$ cat config.mk
export PLATFORM = sky130hd
export DESIGN_NAME = vga_window_timing
export DESIGN_NICKNAME = d
export VERILOG_FILES = /design/src/rtl/vga_timing_pkg.sv /design/src/rtl/vga_window_timing_delay_line.sv /design/src/rtl/vga_window_timing.sv
export SDC_FILE = /design/constraint.sdc
export NUM_CORES = 1
export LEC_CHECK = 0
export CORE_MARGIN = 1
export CORE_UTILIZATION = 55
export CTS_CLUSTER_DIAMETER = 50
export DETAILED_ROUTE_END_ITERATION = 10
export GPL_ROUTABILITY_DRIVEN = 0
export MAX_ROUTING_LAYER = met4
export PLACE_DENSITY = 0.79
export SYNTH_ARGS = -nofsm -noshare
export SYNTH_HDL_FRONTEND = slang
export SYNTH_HIERARCHICAL = 1
export SYNTH_SLANG_ARGS = --single-unit
$ cat constraint.sdc
create_clock -name CLK_40M -period 5 [get_ports CLK_40M]
set_input_delay 0.75 -clock CLK_40M [delete_from_list [all_inputs] [get_ports CLK_40M]]
set_output_delay 0.75 -clock CLK_40M [all_outputs]
set_load 0.02 [all_outputs]
$ cat src/rtl/vga_timing_pkg.sv
// ============================================================================
// vga_timing_pkg : default 800x600@60 timing, derived constants, shared types
// Rev 1.0
// ============================================================================
`default_nettype none

package vga_timing_pkg;

  localparam int VGA_H_SYNC = 128;
  localparam int VGA_H_BP   = 88;
  localparam int VGA_H_ACT  = 800;
  localparam int VGA_H_FP   = 40;
  localparam int VGA_V_SYNC = 4;
  localparam int VGA_V_BP   = 23;
  localparam int VGA_V_ACT  = 600;
  localparam int VGA_V_FP   = 1;

  localparam int VGA_H_TOTAL     = VGA_H_SYNC + VGA_H_BP + VGA_H_ACT + VGA_H_FP;
  localparam int VGA_V_TOTAL     = VGA_V_SYNC + VGA_V_BP + VGA_V_ACT + VGA_V_FP;
  localparam int VGA_H_ACT_START = VGA_H_SYNC + VGA_H_BP;
  localparam int VGA_V_ACT_START = VGA_V_SYNC + VGA_V_BP;

  localparam int NUM_BARS  = 8;
  localparam int BAR_IDX_W = $clog2(NUM_BARS);

  typedef struct packed {
    logic hsync;
    logic vsync;
    logic de;
    logic hit;
  } vid_ctl_t;

  // First x of bar k: smallest x with x*NUM_BARS/h_act >= k
  function automatic int bar_start(input int k, input int h_act);
    return (k * h_act + NUM_BARS - 1) / NUM_BARS;
  endfunction

endpackage

`default_nettype wire

$ cat src/rtl/vga_window_timing_delay_line.sv
// ============================================================================
// vga_delay_line : DEPTH-stage register pipe with per-bit reset value
// Rev 1.0
// ============================================================================
`default_nettype none

module vga_delay_line #(
  parameter int               WIDTH   = 4,
  parameter int               DEPTH   = 2,
  parameter logic [WIDTH-1:0] RST_VAL = '0
) (
  input  logic             CLK_40M,
  input  logic             RST_N,
  input  logic [WIDTH-1:0] i_d,
  output logic [WIDTH-1:0] o_q
);

  logic [WIDTH-1:0] r_pipe [DEPTH];

  always_ff @(posedge CLK_40M or negedge RST_N) begin
    if (!RST_N) begin
      for (int i = 0; i < DEPTH; i++) r_pipe[i] <= RST_VAL;
    end else begin
      r_pipe[0] <= i_d;
      for (int i = 1; i < DEPTH; i++) r_pipe[i] <= r_pipe[i-1];
    end
  end

  assign o_q = r_pipe[DEPTH-1];

endmodule

`default_nettype wire

$ cat src/rtl/vga_window_timing.sv
// ============================================================================
// vga_window_timing : VGA timing with a frame-buffer-fed image window.
// Optional TEST_PATTERN_EN adds tp_on and 8 vertical colour bars. Rev 1.0
// ============================================================================
`default_nettype none

module vga_window_timing
  import vga_timing_pkg::*;
#(
  parameter int H_SYNC   = VGA_H_SYNC,
  parameter int H_BP     = VGA_H_BP,
  parameter int H_ACT    = VGA_H_ACT,
  parameter int H_FP     = VGA_H_FP,
  parameter int V_SYNC   = VGA_V_SYNC,
  parameter int V_BP     = VGA_V_BP,
  parameter int V_ACT    = VGA_V_ACT,
  parameter int V_FP     = VGA_V_FP,
  parameter int SYNC_POL = 1,
  parameter int PIX_W    = 8,
  parameter int WIN_W    = 128,
  parameter int WIN_H    = 96,
  parameter int ADDR_W   = 16,
  parameter int RD_LAT   = 1,
  parameter int BG_COLOR = 0
) (
  input  logic              CLK_40M,
  input  logic              RST_N,
  input  logic [10:0]       win_x,
  input  logic [9:0]        win_y,
`ifdef TEST_PATTERN_EN
  input  logic              tp_on,
`endif
  input  logic [PIX_W-1:0]  pix_in,
  output logic              rd_en,
  output logic [ADDR_W-1:0] rd_addr,
  output logic              HSYNC,
  output logic              VSYNC,
  output logic              DE,
  output logic [PIX_W-1:0]  DATA_OUT,
  output logic              frame_start
);

  localparam int H_TOTAL     = H_SYNC + H_BP + H_ACT + H_FP;
  localparam int V_TOTAL     = V_SYNC + V_BP + V_ACT + V_FP;
  localparam int H_ACT_START = H_SYNC + H_BP;
  localparam int V_ACT_START = V_SYNC + V_BP;
  localparam int H_ACT_END   = H_ACT_START + H_ACT;
  localparam int V_ACT_END   = V_ACT_START + V_ACT;
  localparam int HC_W        = $clog2(H_TOTAL);
  localparam int VC_W        = $clog2(V_TOTAL);
  localparam int CW          = 16;
  localparam int DLY         = RD_LAT + 1;

  localparam logic             SYNC_ON = (SYNC_POL != 0);
  localparam logic [PIX_W-1:0] BG_PIX  = PIX_W'(BG_COLOR);
  localparam vid_ctl_t         CTL_RST = '{hsync: ~SYNC_ON, vsync: ~SYNC_ON, de: 1'b0, hit: 1'b0};

  logic [HC_W-1:0]   r_h_cnt;
  logic [VC_W-1:0]   r_v_cnt;
  logic [10:0]       r_win_x;
  logic [9:0]        r_win_y;
  logic [ADDR_W-1:0] r_row_base;
  logic              r_rd_en;
  logic [ADDR_W-1:0] r_rd_addr;
  logic              r_frame_start;

  logic              w_h_last;
  logic              w_v_last;
  logic              w_frame_pos;
  logic [CW-1:0]     w_hc;
  logic [CW-1:0]     w_vc;
  logic [CW-1:0]     w_x;
  logic [CW-1:0]     w_y;
  logic [CW-1:0]     w_wx;
  logic [CW-1:0]     w_wy;
  logic              w_h_act;
  logic              w_v_act;
  logic              w_active;
  logic              w_in_x;
  logic              w_in_y;
  logic              w_tp;
  logic              w_hit;
  logic              w_row_adv;
  logic [ADDR_W-1:0] w_addr;
  vid_ctl_t          w_ctl;
  vid_ctl_t          w_ctl_d;
  logic [PIX_W-1:0]  w_bar_pix;

  // Free-running raster counters
  assign w_h_last = (r_h_cnt == HC_W'(H_TOTAL - 1));
  assign w_v_last = (r_v_cnt == VC_W'(V_TOTAL - 1));

  always_ff @(posedge CLK_40M or negedge RST_N) begin
    if (!RST_N) begin
      r_h_cnt <= '0;
      r_v_cnt <= '0;
    end else if (w_h_last) begin
      r_h_cnt <= '0;
      r_v_cnt <= w_v_last ? '0 : r_v_cnt + 1'b1;
    end else begin
      r_h_cnt <= r_h_cnt + 1'b1;
    end
  end

  assign w_frame_pos = (r_h_cnt == '0) && (r_v_cnt == '0);
  assign w_hc        = CW'(r_h_cnt);
  assign w_vc        = CW'(r_v_cnt);
  assign w_x         = w_hc - CW'(H_ACT_START);
  assign w_y         = w_vc - CW'(V_ACT_START);
  assign w_wx        = CW'(r_win_x);
  assign w_wy        = CW'(r_win_y);

  assign w_h_act  = (w_hc >= CW'(H_ACT_START)) && (w_hc < CW'(H_ACT_END));
  assign w_v_act  = (w_vc >= CW'(V_ACT_START)) && (w_vc < CW'(V_ACT_END));
  assign w_active = w_h_act && w_v_act;
  assign w_in_x   = (w_x >= w_wx) && (w_x < w_wx + CW'(WIN_W));
  assign w_in_y   = (w_y >= w_wy) && (w_y < w_wy + CW'(WIN_H));
  assign w_hit    = w_active && w_in_x && w_in_y && !w_tp;

  // Row base steps by WIN_W per window line, so clipped columns still consume addresses
  assign w_row_adv = w_h_last && w_v_act && w_in_y;
  assign w_addr    = r_row_base + ADDR_W'(w_x - w_wx);

  always_ff @(posedge CLK_40M or negedge RST_N) begin
    if (!RST_N) begin
      r_row_base <= '0;
    end else if (w_frame_pos) begin
      r_row_base <= '0;
    end else if (w_row_adv) begin
      r_row_base <= r_row_base + ADDR_W'(WIN_W);
    end
  end

  always_ff @(posedge CLK_40M or negedge RST_N) begin
    if (!RST_N) begin
      r_rd_en       <= 1'b0;
      r_rd_addr     <= '0;
      r_frame_start <= 1'b0;
    end else begin
      r_rd_en       <= w_hit;
      r_rd_addr     <= w_hit ? w_addr : '0;
      r_frame_start <= w_frame_pos;
    end
  end

  // Window position is only picked up once per frame
  always_ff @(posedge CLK_40M or negedge RST_N) begin
    if (!RST_N) begin
      r_win_x <= '0;
      r_win_y <= '0;
    end else if (r_frame_start) begin
      r_win_x <= win_x;
      r_win_y <= win_y;
    end
  end

  assign w_ctl.hsync = (w_hc < CW'(H_SYNC)) ? SYNC_ON : ~SYNC_ON;
  assign w_ctl.vsync = (w_vc < CW'(V_SYNC)) ? SYNC_ON : ~SYNC_ON;
  assign w_ctl.de    = w_active;
  assign w_ctl.hit   = w_hit;

  vga_delay_line #(
    .WIDTH   ($bits(vid_ctl_t)),
    .DEPTH   (DLY),
    .RST_VAL (CTL_RST)
  ) u_ctl_dly (
    .CLK_40M (CLK_40M),
    .RST_N   (RST_N),
    .i_d     (w_ctl),
    .o_q     (w_ctl_d)
  );

`ifdef TEST_PATTERN_EN
  logic                 r_tp_on;
  logic [BAR_IDX_W-1:0] w_bar;
  logic [BAR_IDX_W-1:0] w_bar_d;

  always_ff @(posedge CLK_40M or negedge RST_N) begin
    if (!RST_N) begin
      r_tp_on <= 1'b0;
    end else if (r_frame_start) begin
      r_tp_on <= tp_on;
    end
  end

  assign w_tp = r_tp_on;

  // Bar index by threshold compare; thresholds are elaboration-time constants
  always_comb begin
    w_bar = '0;
    for (int k = 1; k < NUM_BARS; k++) begin
      if (w_x >= CW'(bar_start(k, H_ACT))) w_bar = BAR_IDX_W'(k);
    end
  end

  vga_delay_line #(
    .WIDTH   (BAR_IDX_W),
    .DEPTH   (DLY),
    .RST_VAL ('0)
  ) u_bar_dly (
    .CLK_40M (CLK_40M),
    .RST_N   (RST_N),
    .i_d     (w_bar),
    .o_q     (w_bar_d)
  );

  // Replicate the bar index MSB-first across the pixel width
  always_comb begin
    w_bar_pix = '0;
    for (int i = 0; i < PIX_W; i++) begin
      w_bar_pix[PIX_W-1-i] = w_bar_d[BAR_IDX_W-1-(i % BAR_IDX_W)];
    end
  end
`else
  assign w_tp      = 1'b0;
  assign w_bar_pix = '0;
`endif

  always_comb begin
    DATA_OUT = '0;
    if (w_ctl_d.hit) begin
      DATA_OUT = pix_in;
    end else if (w_ctl_d.de) begin
      DATA_OUT = w_tp ? w_bar_pix : BG_PIX;
    end
  end

  assign HSYNC       = w_ctl_d.hsync;
  assign VSYNC       = w_ctl_d.vsync;
  assign DE          = w_ctl_d.de;
  assign rd_en       = r_rd_en;
  assign rd_addr     = r_rd_addr;
  assign frame_start = r_frame_start;

endmodule

`default_nettype wire

==> results of run 1 <==
## routing by layer
| layer | track usage, % | up-vias | part of all wire [%] |
|---|---|---|---|
| li1 | - | 2036 | - |
| met1 | 31.4 | 1982 | 43 |
| met2 | 43.2 | 127 | 49 |
| met3 | 4.15 | 31 | 5.3 |
| met4 | 9.99 | 0 | 2.7 |
| met5 | - | - | 0 |
## state kept, by name, indices dropped and copies added (netlist names)
signal,count
frame_start,1
u_ctl_dly/r_pipe,4
r_win_y,10
u_ctl_dly/o_q,4
rd_addr,16
r_v_cnt,10
r_win_x,11
r_row_base,9
r_h_cnt,11
rd_en,1
## report_power, final
group	leakage (uW)	internal, uW	total [uW]	switching [uW]
Sequential	0.000992	631	636	5.62
Combinational	0.00156	66.1	146	80.1
Clock	0.000115	319	547	227
Total	0.00267	1020	1330	313
## worst max path at each step
| stage | startpoint | endpoint | slack (ns) | cells past startpoint |
|---|---|---|---|---|
| global route | r_h_cnt[3] | rd_addr[12] | 0.30 | 16 |
| floorplan | r_h_cnt[3] | rd_addr[12] | 1.17 | 16 |
| detailed placement | r_h_cnt[3] | rd_addr[12] | 0.77 | 16 |
| finish | r_h_cnt[3] | rd_addr[12] | 0.64 | 16 |
| global placement | r_h_cnt[3] | rd_addr[12] | 0.95 | 16 |
| CTS | r_h_cnt[3] | rd_addr[12] | 0.72 | 16 |
## synthesized netlist by cell type, types with 4 or more instances
master,count
dfrtp_1,77
nor2_1,50
ha_1,49
nand2_1,47
inv_1,42
o21ai_0,41
xnor2_1,29
a21oi_1,25
xor2_1,19
nand3_1,15
and2_1,14
nor3_1,12
and3_1,9
nand4_1,8
buf_2,7
buf_4,7
clkbuf_1,7
nand2b_1,6
nor2b_1,5
o31ai_1,5
a31oi_1,4
nor4_1,4
o21bai_1,4
or3_1,4
## cell families (layout without fill, tap and decap cells)
kind of cell,Yosys count,count (layout),synth area share (%)
buffers and inverters,66,117,5.83
and+or+nand+nor,195,195,19.5
AOI/OAI and AO/OA,117,117,15.6
xor gates and xnor gates,48,48,8.23
muxes,3,3,0.661
other,1,1,0.0734
DFF,77,77,37.7
adders and majority gates,50,50,12.4
## worst reg2reg max path: stages (launching register included)
cell and delay [ns]:
dfrtp_1 0.46, ha_1 0.29, o21ai_0 0.23, xnor2_1 0.18, ha_1 0.33, a2111o_1 0.41, o21ai_0 0.40, o21bai_1 0.11
a21oi_1 0.20, xnor2_1 0.09, ha_1 0.33, o21ai_0 0.13, o21bai_1 0.24, a21o_1 0.22, nor3_1 0.07, a211o_1 0.29
a2111oi_2 0.27
## per-stage QoR
| step | instance area [sq um] | setup slack, ns | hold slack, ns |
|---|---|---|---|
| after floorplan | 5110 | 1.17 | 0.331 |
| after global placement | 5700 | 0.948 | 0.333 |
| after detailed placement | 5700 | 0.770 | 0.340 |
| after CTS | 5930 | 0.723 | 0.357 |
| after global routing | 5930 | 0.300 | 0.368 |
| final | 5930 | 0.643 | 0.355 |
## area by class of cell
class / instances / area [sq um] / share of cell area [%]
clock inverter: 3 / 67.6 / 1.14
clock buffer: 12 / 165 / 2.78
timing repair buffer: 60 / 596 / 10.0
multi-input combinational: 414 / 2890 / 48.6
inverter: 42 / 158 / 2.66
tap: 108 / 135 / 2.28
sequential: 77 / 1930 / 32.5
==> flow_summary.toml, run 1 <==
[final_layout]
layout_common_cells = "dfrtp_1 (77), clkdlybuf4s50_1 (58), nor2_1 (50), ha_1 (49), nand2_1 (47)"
final_common_cell = "dfrtp_1"
layout-drive-gt1-share_pct = 5.76
fin_nets = 685
diodes = 0
fin_cells = 716
fin_util_pct = 67.1
syn_to_final_growth_pct = 16.1
fill_cells = 695

[global_routing]
grt_pass1_wl_microns = 19400
grt_overflow = 0
grt_pass1_vias = 4255
grt_max_degree = 78
antenna_found_initial = 0
grtUsageTotal_pct = 25.8

[floorplan]
start_util_pct = 57.8
die_w_microns = 98.4
num_io_pins = 60
fp.coreArea_sq_um = 8850
die_h_microns = 98.4
rows = 34
fp.dieArea_sq_um = 9680

[sta]
period_share_pct = 87.1
setup_viol = 0
fin_crit_ns = 4.36
maxSlewViolCount = 0
max_freq_ghz = 0.230
rsz0062_at_grt = "no"
slew_headroom_pct = 37.1
max_slew.worst_pin.slew_ns = 0.944
setup_tns_ns = 0
finClkSkew_ns = 0.0131
hold_violations = 0

[power]
power_density_nw_per_um2 = 224
total_leakage_power_uw = 0.00267
ir_drop_v = 0.000159
totalPowerFinal_uw = 1330

[worst_setup_path]
crit_arrival_ns = 4.60
ff2ff_path_depth = 16
setup.worst_path.end_class = "register"
critPathRequiredTime_ns = 5.24
crit_family = "compound AO/OA/AOI/OAI gates"
regToRegSetupSlack_ns = 0.64
path_buf_inv = 0
cpMaxStageDelayCell = "dfrtp_1"
worstPathCellList = "ha_1 > o21ai_0 > xnor2_1 > ha_1 > a2111o_1 > o21ai_0 > o21bai_1 > a21oi_1 > xnor2_1 > ha_1 > o21ai_0 > o21bai_1 > a21o_1 > nor3_1 > a211o_1 > a2111oi_2"
timing.rr.start = "r_h_cnt[3]"
slowest_delay_ns = 0.46
reg2reg_to = "rd_addr[12]"
worst-path-max-fanout = 7
worstSetupPathType = "reg2reg"
startpoint_type = "register"

[synthesis]
yosysTopAreaCell = "dfrtp_1"
synth-seq-cells = 77
synth_top_area_share_pct = 37.7
syn_nets = 638
netlist_area_sq_um = 5110
synth-seq-area-share_pct = 37.7
synth-edff-count = 0
synth_area_per_cell_sq_um = 9.18
synth.distinct_cells = 66
synth_area_leaders = "dfrtp_1 (38%), ha_1 (12%), xnor2_1 (5.0%)"
synth_cells = 557
synthFlopType = "dfrtp_1"
async_flop_share_pct = 100
yosys_warnings = 6

[detailed_routing]
vias = 4176
drtIter0Drc = 158
post-route-drc-count = 8
firstDrtPassIters = 11
drtAntennaViolNets = 0
wl_per_cell_microns = 15.8
vias_per_cell = 5.83
routed_wl_microns = 11300

[clock_network]
htreeDepth = 3
cts_resized = 0
clk-insertion-delay-late_ns = 0.36
cts_root_buf = "clkbuf_8"
numCtsBuffers = 9
cts_tree = "done"
cts.reportedPaths.clkPinSlew_ns = 0.08
cts_hold_buf = 0
cts.path.max_buffers = 2
cts_setup_buffers = 0
clock-sinks = 77

[hold_path]
hold_class = "reg2reg"
hold_path_depth = 0
min-delay-start = "u_ctl_dly/r_pipe[7]"
hold_end = "u_ctl_dly/o_q[3]"

[placement]
numPlacedInstances = 701
hpwl_microns = 8510
port_buffers = 59

[run]
maxCapViolCount = 0

[outcome]
violations = "design-rule violations"
status = "complete, but fails checks"
No activity file was read; power rests on OpenSTA's default activity.
==> run 2: changes to the inputs <==
--- a/config.mk
+++ b/config.mk
@@ -12,6 +12,7 @@
 export GPL_ROUTABILITY_DRIVEN = 0
 export MAX_ROUTING_LAYER = met4
 export PLACE_DENSITY = 0.79
+export SKIP_LAST_GASP = 1
 export SYNTH_ARGS = -nofsm -noshare
 export SYNTH_HDL_FRONTEND = slang
 export SYNTH_HIERARCHICAL = 1
==> results of run 2 <==
Final layout, timing and power as in run 1 (identical DEF).
==> run 3: changes to the inputs <==
--- a/config.mk
+++ b/config.mk
@@ -10,9 +10,11 @@
 export CTS_CLUSTER_DIAMETER = 50
 export DETAILED_ROUTE_END_ITERATION = 10
 export GPL_ROUTABILITY_DRIVEN = 0
+export HOLD_SLACK_MARGIN = 0.08
 export MAX_ROUTING_LAYER = met4
 export PLACE_DENSITY = 0.79
 export SKIP_LAST_GASP = 1
+export SLEW_MARGIN = 20
 export SYNTH_ARGS = -nofsm -noshare
 export SYNTH_HDL_FRONTEND = slang
 export SYNTH_HIERARCHICAL = 1
==> results of run 3 <==
Final layout, timing and power as in run 1 (identical DEF).
